File: config.mk
export PLATFORM = sky130hd
export DESIGN_NAME = if_fetch_queue
export DESIGN_NICKNAME = d
export VERILOG_FILES = /design/src/rtl/if_fetch_queue.sv
export SDC_FILE = /design/constraint.sdc
export NUM_CORES = 1
export LEC_CHECK = 0
export CORE_ASPECT_RATIO = 2
export CORE_MARGIN = 2
export CORE_UTILIZATION = 38
export CTS_BUF_LIST = sky130_fd_sc_hd__clkbuf_4 sky130_fd_sc_hd__clkbuf_8
export DETAILED_ROUTE_END_ITERATION = 10
export SLEW_MARGIN = 20
export SYNTH_ARGS = -nofsm -noshare
export SYNTH_HDL_FRONTEND = slang
export SYNTH_SLANG_ARGS = --single-unit
File: constraint.sdc
create_clock -name clk -period 5.75 [get_ports clk]
set_clock_uncertainty 0.15 [all_clocks]
set_input_delay 0.575 -clock clk [delete_from_list [all_inputs] [get_ports clk]]
set_output_delay 0.575 -clock clk [all_outputs]
set_load 0.02 [all_outputs]
File: src/rtl/if_fetch_queue.sv
// Instruction-fetch stage with an in-order prefetch queue over a req/ready + rvalid memory port.
// Credits bound (buffered + outstanding) fetches to DEPTH; redirects drop stale responses by count.
module if_fetch_queue #(
    parameter int              ADDR_W    = 32,
    parameter int              IM_ADDR_W = 14,
    parameter int              DEPTH     = 4,
    parameter logic [ADDR_W-1:0] RESET_PC  = '0
) (
    input  logic                    clk,
    input  logic                    rst,
    input  logic [ADDR_W-1:0]       EXE_jumpBranchAddr,
    input  logic                    EXE_jumpBranch,
    input  logic                    ID_hazardStall,
    output logic                    im_req,
    output logic [IM_ADDR_W-1:0]    im_addr,
    input  logic                    im_ready,
    input  logic                    im_rvalid,
    input  logic [31:0]             im_rdata,
    output logic [31:0]             instruction,
    output logic [ADDR_W-1:0]       pc_reg,
    output logic                    fetch_valid,
    output logic [$clog2(DEPTH):0]  queue_count,
    output logic                    fetch_err
);

    localparam int PTR_W = $clog2(DEPTH);
    localparam int CW    = PTR_W + 1;
    localparam logic [CW:0] CREDITS = (CW + 1)'(DEPTH);

    logic [ADDR_W-1:0] r_fetch_pc;
    logic [ADDR_W-1:0] r_resp_pc;
    logic [31:0]       r_q_instr [DEPTH];
    logic [ADDR_W-1:0] r_q_pc    [DEPTH];
    logic [PTR_W-1:0]  r_rd_ptr;
    logic [PTR_W-1:0]  r_wr_ptr;
    logic [CW-1:0]     r_count;
    logic [CW-1:0]     r_outstanding;
    logic [CW-1:0]     r_drop_cnt;
    logic [31:0]       r_instruction;
    logic [ADDR_W-1:0] r_pc;
    logic              r_valid;
    logic              r_err;

    logic [CW:0] w_credit_used;
    logic        w_req;
    logic        w_accept;
    logic        w_resp;
    logic        w_spur;
    logic        w_live;
    logic        w_pop;
    logic        w_bypass;
    logic        w_enq;

    assign w_credit_used = {1'b0, r_count} + {1'b0, r_outstanding};
    // Request is held low in reset and in the redirect cycle; the target issues one cycle later.
    assign w_req    = !rst && !EXE_jumpBranch && (w_credit_used < CREDITS);
    assign w_accept = w_req && im_ready;
    assign w_resp   = im_rvalid && (r_outstanding != '0);
    assign w_spur   = im_rvalid && (r_outstanding == '0);
    assign w_live   = w_resp && (r_drop_cnt == '0) && !EXE_jumpBranch;
    assign w_pop    = !EXE_jumpBranch && !ID_hazardStall && (r_count != '0);
    assign w_bypass = w_live && !ID_hazardStall && (r_count == '0);
    assign w_enq    = w_live && !w_bypass;

    // NOTE: queue storage has no reset; r_count alone decides which entries are meaningful.
    always_ff @(posedge clk) begin
        if (w_enq) begin
            r_q_instr[r_wr_ptr] <= im_rdata;
            r_q_pc[r_wr_ptr]    <= r_resp_pc;
        end
    end

    // NOTE: every register here uses <= so all updates see the same pre-edge state.
    always_ff @(posedge clk) begin
        if (rst) begin
            r_fetch_pc    <= RESET_PC;
            r_resp_pc     <= RESET_PC;
            r_rd_ptr      <= '0;
            r_wr_ptr      <= '0;
            r_count       <= '0;
            r_outstanding <= '0;
            r_drop_cnt    <= '0;
            r_instruction <= '0;
            r_pc          <= '0;
            r_valid       <= 1'b0;
            r_err         <= 1'b0;
        end else begin
            if (w_spur) begin
                r_err <= 1'b1;
            end
            if (w_accept && !w_resp) begin
                r_outstanding <= r_outstanding + CW'(1);
            end else if (!w_accept && w_resp) begin
                r_outstanding <= r_outstanding - CW'(1);
            end
            if (w_accept) begin
                r_fetch_pc <= r_fetch_pc + ADDR_W'(4);
            end

            if (EXE_jumpBranch) begin
                r_fetch_pc    <= EXE_jumpBranchAddr;
                r_resp_pc     <= EXE_jumpBranchAddr;
                r_rd_ptr      <= '0;
                r_wr_ptr      <= '0;
                r_count       <= '0;
                // Everything still in flight after this cycle belongs to the old path.
                r_drop_cnt    <= r_outstanding - CW'(w_resp);
                r_instruction <= '0;
                r_pc          <= '0;
                r_valid       <= 1'b0;
            end else begin
                if (w_resp && (r_drop_cnt != '0)) begin
                    r_drop_cnt <= r_drop_cnt - CW'(1);
                end
                if (w_live) begin
                    r_resp_pc <= r_resp_pc + ADDR_W'(4);
                end
                if (w_enq) begin
                    r_wr_ptr <= r_wr_ptr + PTR_W'(1);
                end
                if (w_pop) begin
                    r_rd_ptr <= r_rd_ptr + PTR_W'(1);
                end
                if (w_enq && !w_pop) begin
                    r_count <= r_count + CW'(1);
                end else if (!w_enq && w_pop) begin
                    r_count <= r_count - CW'(1);
                end

                if (!ID_hazardStall) begin
                    if (w_pop) begin
                        r_instruction <= r_q_instr[r_rd_ptr];
                        r_pc          <= r_q_pc[r_rd_ptr];
                        r_valid       <= 1'b1;
                    end else if (w_bypass) begin
                        r_instruction <= im_rdata;
                        r_pc          <= r_resp_pc;
                        r_valid       <= 1'b1;
                    end else begin
                        r_instruction <= '0;
                        r_pc          <= '0;
                        r_valid       <= 1'b0;
                    end
                end
            end
        end
    end

    assign im_req      = w_req;
    assign im_addr     = r_fetch_pc[IM_ADDR_W+1:2];
    assign instruction = r_instruction;
    assign pc_reg      = r_pc;
    assign fetch_valid = r_valid;
    assign queue_count = r_count;
    assign fetch_err   = r_err;

endmodule
==> metrics.cfg <==
[clocking]
cts_resized = 0
path_clk_slew_ps = 70
hold_buffers = 0
root_buffer = clkbuf_8
cts_tree = built
postCtsSetupRepairBufs = 0
clockBufferDepth = 3
numCtsBuffers = 53
numClockSinks = 383
clk_latency_ps = 590
cts_max_level = 2

[floorplan]
core_um2 = 38540
start_util_pct = 38.40
row_count = 102
die_x_um = 143.5
die_area_um2 = 40640
die_h_um = 283.1
io_pins = 154

[grt]
first_global_vias = 9374
antenna_found_initial = 1
grt_start_max_net_pins = 78
grt_usage_pct = 17.16
overflow = 0
grt_pass1_wl_mm = 53.47

[placed_design]
portBuffers = 153
dp_hpwl_mm = 20.35
gp_congestion = 0.7809
dpl_worst_slack_ps = 1738

[worst_setup_path]
required_ps = 5030
reg2reg_slack_ps = 2300
r2r_cells = 11
critPathKind = in2out
rr_endpoint = queue_count[2]
r2r-start = r_drop_cnt[0]
cp.arrival_ps = 3150
crit_path_end_kind = output pin
crit_fanout = 77
start_kind = primary input

[layout]
drive_above_1_share_pct = 14.80
area_delta_synth_final_pct = 21.09
largest_registers = r_q_instr: 128 flops, r_q_pc: 128 flops
final_common_cell = edfxtp_1
layout_common_cells = 256 x edfxtp_1, 152 x clkdlybuf4s50_1, 125 x dfxtp_1, 109 x nor2_1
nNetsFinal = 1191

[drt]
initialDrtViolationCount = 776
num_vias = 8983
drc = 0
routed_wirelength_mm = 34.78
drt_first_pass_iters = 9
viasPerCell = 5.379
wl_per_cell_um = 20.82
ant_nets = 0

[sta]
whs_ps = 360.4
slew_violations = 0
hold_violations = 0
fmax_ghz = 0.2583
fin_ws_ps = 1878
fin_crit_sh_pct = 67.34
timing.setup.tns_ps = 0
slew_headroom_pct = 30.14
rsz0062_at_grt = no
finalCriticalPeriod_ps = 3872
tightestPinTransition_ps = 1039
setup_viol = 0

[hold_path]
hp-start = fetch_err
hold_path_depth = 2
hold_path_class = reg2reg
min_to = fetch_err

[synth]
synth_cells = 950
yosysTopAreaCell = edfxtp_1
synth_edf_count = 256
ys_ff_latch = 383
ys.flop_type = edfxtp_1
avgSynthCellArea_um2 = 15.58
ys_seq_area_share_pct = 69.12
syn_area_um2 = 14800
netlist.area_leader.share_pct = 51.94
synthArstFlopShare_pct = 0
ys_warn_count = 0
synth_area_leaders = edfxtp_1 52%, dfxtp_1 17%, mux4_2 9.7%, a222oi_1 4.3%, nor2_1 2.8%
synth_fp_nets = 1036
ys_types = 46

[power]
leakage_nw = 5.729
ir_drop_mv = 0.1714
pwr_density_cell_nw_per_um2 = 317.6

[outcome]
status = finished, final reports clean

[flow_run]
drv_cap = 0

[stage by stage]
stage                     total power [W]  instance area [um2]  std cells  util, %
after detailed placement         0.003630                16820       1570    43.65
after floorplan                  0.003422                14800        950        -
after global placement           0.003615                16820       1570    43.65
final                            0.005692                17920       1670    46.50
after global routing             0.005920                17920       1670    46.50
after CTS                        0.005761                17920       1669    46.49
[report_power, final]
group	internal (W)	switching, W
clock network	0.00112	0.00100
logic	0.000205	0.000262
registers	0.00302	0.0000835
[worst max-delay path, cell delays in order]
cell             delay [ps]
clkdlybuf4s50_1         450
buf_4                   430
or2_4                   210
buf_4                   740
nor3_1                  150
clkdlybuf4s50_1         580
[cells in the mapped netlist, types with 2 or more instances]
cell type / count
nand3_1: 13
dfxtp_1: 127
edfxtp_1: 256
nor4_1: 4
clkbuf_1: 51
nor2_1: 109
inv_1: 19
and4_1: 2
ha_1: 14
or3_1: 6
nand2_1: 29
buf_1: 7
a211oi_1: 19
mux2i_1: 5
a21oi_1: 17
a21boi_0: 12
nand4_1: 20
nor3_1: 7
mux4_2: 64
and3_1: 10
nand3b_1: 5
xor2_1: 38
a222oi_1: 64
xnor2_1: 7
buf_2: 2
fa_1: 2
a31oi_1: 8
buf_6: 2
and2_1: 6
o31ai_1: 2
o21ai_0: 8
[per-layer routing]
metal / up-vias / track usage, % / part of all wire, %
met5: - / 0 / 0
met4: 0 / 6.667 / 3.6
met3: 65 / 2.636 / 5.2
met2: 320 / 31.55 / 54
met1: 4520 / 19.60 / 37
li1: 4078 / - / -
[worst max path at each step]
stage / start / endpoint / slack, ps
2_1_floorplan: im_rvalid / r_q_instr[0][0] / 1930
3_3_place_gp: im_rvalid / queue_count[2] / 1750
3_5_place_dp: im_rvalid / r_q_instr[0][0] / 1740
4_1_cts: rst / im_req / 1830
5_1_grt: rst / im_req / 1650
6_report: rst / im_req / 1880
[area by class of cell]
class	count	area, um2
fill	3444	20620
antenna	1	2.502
sequential	383	10240
tap	520	650.6
multi-input combinational	485	4263
inverter	20	80.08
clock buffer	69	905.9
clock inverter	30	187.7
timing repair buffer	162	1594
[cell families after synthesis]
family	share of synthesized area (%)
flops	69.12
simple gates	6.933
compound gates	7.516
buf+inv	2.232
mux	10.08
xor+xnor	2.663
fa+ha+maj	1.454
No activity file was read; power rests on OpenSTA's default activity.
